===== src/rtl/switch_allocator.sv =====
// Switch allocator: round-robin arbitration of input head flits onto (output, VC) pairs,
// each pair held locked until its tail flit leaves. Optional watchdog under SA_WATCHDOG_EN.

module switch_allocator_vc #(
  parameter int NUM_IN   = 5,
  parameter int IW       = 3,
  parameter int WD_LIMIT = 255
) (
  input  logic              clk,
  input  logic              n_rst,
  input  logic [NUM_IN-1:0] cand,
  input  logic              tail,
  input  logic              flit,
  output logic [IW-1:0]     sel,
  output logic              enable,
  output logic [NUM_IN-1:0] win,
  output logic              timeout
);

  typedef enum logic {IDLE, LOCKED} state_t;

  state_t            state_q, state_d;
  logic [IW-1:0]     rr_q;
  logic [NUM_IN-1:0] rot;
  logic [IW-1:0]     off;
  logic [IW:0]       sum;
  logic [IW-1:0]     win_idx;
  logic [IW-1:0]     rr_nxt;
  logic              found;
  logic              grant_now;
  logic              wd_hit;
  logic              to_d;

  // Rotate candidates so the pointer lands on bit 0; lowest set bit is the next in turn.
  assign rot = NUM_IN'({cand, cand} >> rr_q);

  always_comb begin
    found = 1'b0;
    off   = '0;
    for (int k = NUM_IN - 1; k >= 0; k--) begin
      if (rot[k]) begin
        found = 1'b1;
        off   = IW'(k);
      end
    end
  end

  assign sum       = {1'b0, rr_q} + {1'b0, off};
  assign win_idx   = (sum >= (IW+1)'(NUM_IN)) ? IW'(sum - (IW+1)'(NUM_IN)) : IW'(sum);
  assign rr_nxt    = (win_idx == IW'(NUM_IN - 1)) ? '0 : win_idx + 1'b1;
  assign grant_now = (state_q == IDLE) && found;
  assign enable    = (state_q == LOCKED);

  always_comb begin
    win = '0;
    if (grant_now) win[win_idx] = 1'b1;
  end

`ifdef SA_WATCHDOG_EN
  localparam int WD_W = ($clog2(WD_LIMIT + 1) > 8) ? $clog2(WD_LIMIT + 1) : 8;
  logic [WD_W-1:0] cnt_q;

  // Counts LOCKED cycles since the last flit (or since allocation).
  always_ff @(posedge clk or negedge n_rst) begin
    if (!n_rst)                          cnt_q <= '0;
    else if (grant_now)                  cnt_q <= '0;
    else if (state_q == LOCKED && flit)  cnt_q <= '0;
    else if (state_q == LOCKED)          cnt_q <= cnt_q + 1'b1;
  end

  assign wd_hit = (state_q == LOCKED) && (cnt_q == WD_W'(WD_LIMIT));
`else
  logic unused_wd;
  assign unused_wd = flit ^ (WD_LIMIT == 0);
  assign wd_hit    = 1'b0;
`endif

  always_comb begin
    state_d = state_q;
    to_d    = 1'b0;
    unique case (state_q)
      IDLE:   if (found) state_d = LOCKED;
      LOCKED: begin
        if (tail) begin
          state_d = IDLE;
        end else if (wd_hit) begin
          state_d = IDLE;
          to_d    = 1'b1;
        end
      end
    endcase
  end

  always_ff @(posedge clk or negedge n_rst) begin
    if (!n_rst) state_q <= IDLE;
    else        state_q <= state_d;
  end

  // sel is only rewritten on a new allocation so the crossbar select never glitches in IDLE.
  always_ff @(posedge clk or negedge n_rst) begin
    if (!n_rst) begin
      sel     <= '0;
      rr_q    <= '0;
      timeout <= 1'b0;
    end else begin
      timeout <= to_d;
      if (grant_now) begin
        sel  <= win_idx;
        rr_q <= rr_nxt;
      end
    end
  end

endmodule

module switch_allocator #(
  parameter int NUM_IN   = 5,
  parameter int NUM_OUT  = 5,
  parameter int NUM_VCS  = 2,
  parameter int WD_LIMIT = 255,
  localparam int IW = (NUM_IN  > 1) ? $clog2(NUM_IN)  : 1,
  localparam int OW = (NUM_OUT > 1) ? $clog2(NUM_OUT) : 1,
  localparam int VW = (NUM_VCS > 1) ? $clog2(NUM_VCS) : 1
) (
  input  logic                                 clk,
  input  logic                                 n_rst,
  input  logic [NUM_IN-1:0]                    req,
  input  logic [NUM_IN-1:0][OW-1:0]            req_out,
  input  logic [NUM_IN-1:0][VW-1:0]            req_vc,
  input  logic [NUM_OUT-1:0][NUM_VCS-1:0]      flit_sent,
  input  logic [NUM_OUT-1:0][NUM_VCS-1:0]      tail_sent,
  output logic [NUM_OUT-1:0][NUM_VCS-1:0][IW-1:0] sel,
  output logic [NUM_OUT-1:0][NUM_VCS-1:0]      enable,
  output logic [NUM_IN-1:0]                    grant,
  output logic [NUM_OUT-1:0][NUM_VCS-1:0]      wd_timeout
);

  logic [NUM_IN-1:0]                           held;
  logic [NUM_OUT-1:0][NUM_VCS-1:0][NUM_IN-1:0] cand;
  logic [NUM_OUT-1:0][NUM_VCS-1:0][NUM_IN-1:0] win;
  logic [NUM_IN-1:0]                           grant_d;

  // An input that already owns a pair may not win another one.
  always_comb begin
    held = '0;
    for (int o = 0; o < NUM_OUT; o++)
      for (int v = 0; v < NUM_VCS; v++)
        for (int i = 0; i < NUM_IN; i++)
          if (enable[o][v] && sel[o][v] == IW'(i)) held[i] = 1'b1;
  end

  // Out-of-range req_out/req_vc never match any pair and so drop out here.
  always_comb begin
    cand = '0;
    for (int o = 0; o < NUM_OUT; o++)
      for (int v = 0; v < NUM_VCS; v++)
        for (int i = 0; i < NUM_IN; i++)
          cand[o][v][i] = req[i] && !held[i] &&
                          (req_out[i] == OW'(o)) && (req_vc[i] == VW'(v));
  end

  for (genvar o = 0; o < NUM_OUT; o++) begin : g_out
    for (genvar v = 0; v < NUM_VCS; v++) begin : g_vc
      switch_allocator_vc #(
        .NUM_IN  (NUM_IN),
        .IW      (IW),
        .WD_LIMIT(WD_LIMIT)
      ) u_vc (
        .clk    (clk),
        .n_rst  (n_rst),
        .cand   (cand[o][v]),
        .tail   (tail_sent[o][v]),
        .flit   (flit_sent[o][v]),
        .sel    (sel[o][v]),
        .enable (enable[o][v]),
        .win    (win[o][v]),
        .timeout(wd_timeout[o][v])
      );
    end
  end

  always_comb begin
    grant_d = '0;
    for (int o = 0; o < NUM_OUT; o++)
      for (int v = 0; v < NUM_VCS; v++)
        grant_d = grant_d | win[o][v];
  end

  always_ff @(posedge clk or negedge n_rst) begin
    if (!n_rst) grant <= '0;
    else        grant <= grant_d;
  end

endmodule


===== config.mk =====
export PLATFORM = sky130hd
export DESIGN_NAME = switch_allocator
export DESIGN_NICKNAME = d
export VERILOG_FILES = /design/src/rtl/switch_allocator.sv
export SDC_FILE = /design/constraint.sdc
export NUM_CORES = 1
export LEC_CHECK = 0
export CAP_MARGIN = 30
export CORE_MARGIN = 2
export CORE_UTILIZATION = 60
export CTS_BUF_LIST = sky130_fd_sc_hd__clkbuf_4
export CTS_CLUSTER_SIZE = 8
export DETAILED_ROUTE_END_ITERATION = 16
export GPL_TIMING_DRIVEN = 0
export PLACE_DENSITY = 0.83
export SETUP_SLACK_MARGIN = 0.2
export SLEW_MARGIN = 15
export SYNTH_ARGS = -nofsm -noshare
export SYNTH_HDL_FRONTEND = slang
export SYNTH_HIERARCHICAL = 1
export SYNTH_SLANG_ARGS = --single-unit
export TNS_END_PERCENT = 100

===== constraint.sdc =====
create_clock -name clk -period 9.8 [get_ports clk]
set_clock_uncertainty 0.1 [all_clocks]
set_input_delay 1.47 -clock clk [delete_from_list [all_inputs] [get_ports clk]]
set_output_delay 1.47 -clock clk [all_outputs]
set_load 0.02 [all_outputs]

### Yosys cells after proc, flatten, opt, wreduce, memory -nomap -nowiden

Cells that the tools add are included.

| operators by class | value |
|---|---|
| $add $sub $neg | 30 |
| multipliers | 0 |
| div/mod/pow operators | 0 |
| $lt $le $gt $ge | 30 |
| equal/unequal tests | 70 |
| shift-type cells | 10 |
| mux-type cells | 230 |
| bitwise operators | 24 |
| reduce and logical (&&, ||, !) cells | 170 |

Operators with widths:

| cell | count |
|---|---|
| $mux 3 | 70 |
| $logic_and 1x1->1 | 150 |
| $mux 1 | 130 |
| $shr 10x3->5 | 10 |
| $eq 3x2->1 const B | 30 |
| $eq 3x3->1 const B | 25 |
| $mux 5 | 10 |
| $eq 3x1->1 const B | 15 |
| $logic_not 3->1 | 15 |
| $or 5x5->5 | 9 |
| $add 3x3->4 | 10 |
| $ge 4x3->1 const B | 10 |
| $lt 3x4->1 const B | 10 |
| $add 3x1->3 const B | 10 |
| $demux 1 s3 | 10 |
| $ge 3x1->1 const B | 10 |
| $sub 3x3->3 const B | 10 |
| $pmux 1 s2 | 10 |
| $not 1->1 | 15 |
| $logic_not 1->1 | 5 |

| storage, ports and cells | value |
|---|---|
| flip-flop bits (word level) | 75 |
| bits in latches | 0 |
| memory bits (writable) | 0 |
| bits in read-only memories | 0 |
| input bits | 47 |
| output and inout port bits | 55 |
| logic and storage cells | 595 |
| memories kept | 0 |

### Longest topological paths before layout

| depth | value |
|---|---|
| depth in word-level cells | 39 |
| depth in mapped cells | 23 |
| depth with buffers taken out | 22 |

### Hierarchy

Netlist, hierarchy kept.

By module, submodules not included:

| module | instances | cells each | area each (µm²) |
|---|---|---|---|
| switch_allocator_vc (g_out[0].g_vc[0].u_vc ...) | 8 | 103 | 914.6 |
| switch_allocator_vc (g_out[2].g_vc[0].u_vc ...) | 2 | 102 | 915.9 |
| switch_allocator | 1 | 205 | 1,420.1 |

### Worst setup path after synthesis

Ideal clock, no wire load.

| timing path | value |
|---|---|
| path kind | input to register |
| from | in req[3] |
| to | reg g_out[3].g_vc[1].u_vc.rr_q[2] |
| library setup time | 0.125 ns |
| data arrival time | 5.884 ns |
| required time | 9.575 ns |
| path slack | 3.692 ns |
| stages | 20 |
| path buffers | 0 |
| cells stage by stage | o2111a_1 -> nand4_1 -> nor4_1 -> mux2i_1 -> o22ai_1 -> nor3_1 -> nor2b_1 -> o211ai_1 -> o31ai_1 -> ha_1 -> fa_1 -> inv_1 -> ha_1 -> nand2b_1 -> a221oi_2 -> mux2i_1 -> ha_1 -> xor2_1 -> nor2_1 -> mux2_2 |

RTL lines:

| item | RTL line | RTL |
|---|---|---|
| start: declaration | 127 | `input logic [NUM_IN-1:0] req,` |
| end signal: assignment | 109 | `rr_q <= rr_nxt;` |
| end: declaration | 23 | `logic [IW-1:0] rr_q;` |

==> results.md <==
Setup path:
- The number of logic stages on the critical path including buffering is 22.
- The worst-path cell with the longest stage delay is nor4_1.
- The worst setup path is launched from a primary input.
- The worst path arrival time is 7.67 ns.
- In this design, the stage delay of the slowest critical-path cell is 0.67 ns.
- The start-to-end type of the worst setup path is in -> reg.
- The worst setup path is captured at a register.
- The data required time at the worst endpoint is 10.03 ns.
- The critical path contains buffers and inverters numbering 3 combined.
- On the critical path the largest part of the delay comes from simple AND/OR/NAND/NOR gates.
- The depth of the most critical reg-to-reg path is 21.
- Along the worst path, the maximum fanout reaches 10.
- The most prevalent standard cell on the critical path is mux2i_1.
- Traced cell by cell, the critical path runs through clkdlybuf4s50_1 > o2111a_1 > nand4_1 > nor4_1 > clkdlybuf4s15_2 > mux2i_1 > mux2i_1 > o21ai_0 > nor2b_1 > nor2_1 > o31ai_1 > ha_1 > fa_1 > inv_1 > ha_1 > nand2b_1 > a221oi_2 > mux2i_1 > nor2_1 > and2_1 > nor4_1 > nand3_1.

Yosys:
- After synthesis, the cell types taking the most area are dfrtp_1 18%, mux2i_1 12%, ha_1 7.1%.
- The biggest area contributor in the post-synthesis netlist is dfrtp_1.
- The sequential-to-total area share from yosys stat is 17.8%.
- The total of warnings raised by yosys is 6.
- The dominant register cell in the synthesized netlist is dfrtp_1.
- Counting every instance in the synthesized netlist gives 1233.
- Yosys mapped a number of flops with a built-in enable equal to 0.
- The synthesized area is 0.0106 sq mm.
- The number of library cell types mapped by synthesis is 59.
- The fraction of registers with async set/reset is 100%.
- The post-synthesis sequential element count is 75.
- Counting every net in the synthesized netlist gives 1350.
- The top cell type by area accounts for 17.8% of the synthesized area.
- The average footprint of a synthesized cell is 8.57 sq um.

Global route:
- The wire length of the first global-routing pass is 45900 um.
- The number of antenna violations at the first check in global routing is 0.
- The total routing resource utilization after global routing is 31.0%.
- The number of global-route vias before repair is 9192.
- Entering global routing, the biggest net connects 43 pins.
- The total overflow left after global routing is 0.

Clocking:
- At the later pin of the worst-skew pair, clock insertion delay measures 0.48 ns.
- TritonCTS built the clock tree.
- Counting along the longest clock path gives a buffer depth of 2.
- The number of clock buffers added by TritonCTS is 9.
- The tree built by TritonCTS fans out to 75 sinks.
- Gates resized during post-CTS repair numbered 0.
- The master cell of the clock root buffer is clkbuf_4.
- The total of hold buffers inserted after clock tree synthesis is 0.
- The number of H-tree branching levels is 3.
- After clock tree synthesis, the clock-pin slew on the worst setup and hold paths is 0.13 ns.
- The post-CTS repair timing setup buffer count is 0.

Timing:
- Subtracting the final worst setup slack from the clock period gives 7.44 ns.
- Setup total negative slack on the finished layout was measured at 0 ns.
- The number of endpoints with negative hold slack in the final report was 0.
- Measured against its own limit, the worst slew margin works out to 29.8%.
- Setup violations remaining at the end of the flow were counted as 0.
- The worst path uses 75.9% of the clock period.
- Setup repair after global routing left no endpoint under its margin.
- The count of final max-slew check failures is 0.
- The measured slew at the worst slew-check pin is 1.04 ns.
- Static timing analysis puts the maximum clock frequency at 134 MHz.

Detailed routing:
- The remaining antenna violation count after routing is 0.
- For this block, the via count after detailed routing is 9904.
- The detailed-route vias per instance is 6.32.
- The detailed-route wire length per cell is 18.3 um.
- For this run, design rule violations remaining after detail routing come to 0.
- For this block, the routed nets add up to 28800 um of wire.
- The first-pass iteration count of the detailed router is 5.
- The number of DRC violations after detailed-routing iteration 0 is 860.

Layout:
- After the last flow step, the layout net total stands at 1455.
- The finished layout holds 1568 standard cells, fillers aside.
- The top cell types in the final layout, fill and taps aside, are 122 x mux2i_1, 105 x nor2_1, 80 x nand2_1, 80 x clkdlybuf4s50_1, 75 x dfrtp_1.
- Relative to the synthesized area, the layout overhead comes to 12.3%.
- The share of cells above drive strength 1 is 15.1%.
- The count of inserted antenna diode cells is 0.
- Leaving out fill and tap cells, the most frequent cell in the layout is mux2i_1.

Die:
- The overall die width is 137 um.
- The height of the die is 137 um.
- The core box area is 0.0172 sq mm.
- The standard-cell row count is 48.
- The area enclosed by the die boundary is 0.0187 sq mm.
- The initial standard-cell utilization of the core is 61.3%.
- 102 I/O pins were placed.

Placement:
- The number of buffer cells added on primary ports is 81.
- The number of cells after detailed placement is 1546.
- The congestion estimate from routability-driven global placement came to 0.943.
- After legalization and detailed placement, the total HPWL measured 22800 um.

Status:
- The run finished with clean final reports.

Run:
- Max-cap violations in this run came to 0.

Min path:
- The tightest min-delay check is of the reg -> reg type.
- The number of cells traversed by the worst hold path is 1.
==> cell families after synthesis <==
group | after synthesis | share of synthesized area [%]
AO/OA/AOI/OAI | 233 | 18.1
other | 10 | 0.355
XOR/XNOR | 40 | 3.31
AND/OR/NAND/NOR | 519 | 27.3
flip-flops | 75 | 17.8
multiplexers | 182 | 17.9
adder cells (fa/ha/maj) | 70 | 9.00
buffers and inverters | 104 | 6.18
==> layout make-up <==
class | count | area [sq um]
Clock buffer | 10 | 75.1
Timing Repair Buffer | 94 | 893
Tap cell | 225 | 282
Buffer | 71 | 529
Sequential cell | 75 | 1880
Clock inverter | 6 | 31.3
Fill cell | 1428 | 5370
Inverter | 33 | 124
Multi-Input combinational cell | 1054 | 8060
==> cell usage after synthesis, types with 12 or more instances <==
cell type,number
dfrtp_1,75
buf_4,20
ha_1,60
and2_1,30
nor3b_1,32
a21oi_1,62
o21ai_0,28
nand3b_1,35
xnor2_1,20
o211ai_1,12
nand2_1,80
nor2b_1,22
inv_1,33
xor2_1,20
nand4_1,12
nand3_1,32
nor2_1,105
nor3_1,52
nor4bb_1,15
mux2i_1,122
nor4_1,40
buf_6,20
buf_2,20
mux2_2,60
nand2b_1,42
==> registers in the layout, summed over array words and instances, names as in the netlist <==
register	count
g_out.g_vc.u_vc/sel	30
grant	5
g_out.g_vc.u_vc/rr_q	30
g_out.g_vc.u_vc/enable	10
==> per-stage QoR <==
step                      setup slack (ns)  hold slack, ns  instance area [sq um]  utilization [%]
after CTS                             2.38           0.511                  11800             68.7
after floorplan                       3.69           0.543                  10600                -
after detailed placement              1.88           0.486                  11700             68.1
final                                 2.36           0.514                  11900             68.9
after global routing                  2.31           0.512                  11900             68.9
after global placement                1.95           0.468                  11700             67.7
==> layer usage <==
metal / GRT usage, % / part of all wire [%]
met1: 41.9 / 43
met2: 48.4 / 45
met3: 5.22 / 8.1
met4: 14.4 / 3.9
met5: 0 / 0
==> worst register-to-register path, cell delays in order (launching register included) <==
cell,delay (ns)
dfrtp_1,0.55
nor4b_1,0.23
nor3_1,0.42
nand4_1,0.48
nor4_1,0.88
mux2i_1,0.15
o221ai_1,0.21
o21ai_0,0.26
nor2b_1,0.25
nor2_1,0.08
o31ai_1,0.25
ha_1,0.27
fa_1,0.48
inv_1,0.11
ha_1,0.19
nand2b_1,0.08
a221oi_2,0.43
mux2i_1,0.31
nor2_1,0.11
and2_1,0.20
nor4_1,0.66
nand3_1,0.19
==> worst paths after layout <==
path                                                                  end                                      from  slack (ns)
max in group asynchronous       g_out[1].g_vc[1].u_vc/rr_q[1]$_DFFE_PN0P_                                     n_rst        8.17
min in group asynchronous          g_out[1].g_vc[0].u_vc/enable$_DFF_PN0_                                     n_rst        0.82
worst min register to register   g_out[3].g_vc[1].u_vc/sel[2]$_DFFE_PN0P_  g_out[3].g_vc[1].u_vc/sel[2]$_DFFE_PN0P_        0.51
worst min-delay path             g_out[3].g_vc[1].u_vc/sel[2]$_DFFE_PN0P_  g_out[3].g_vc[1].u_vc/sel[2]$_DFFE_PN0P_        0.51
worst max-delay path                                   grant[4]$_DFF_PN0_                                    req[3]        2.36
worst max register to register                         grant[4]$_DFF_PN0_    g_out[4].g_vc[0].u_vc/enable$_DFF_PN0_        2.76
Power is not shown: default switching activity piles up to over one toggle a cycle in this logic, so the estimate is an artifact.
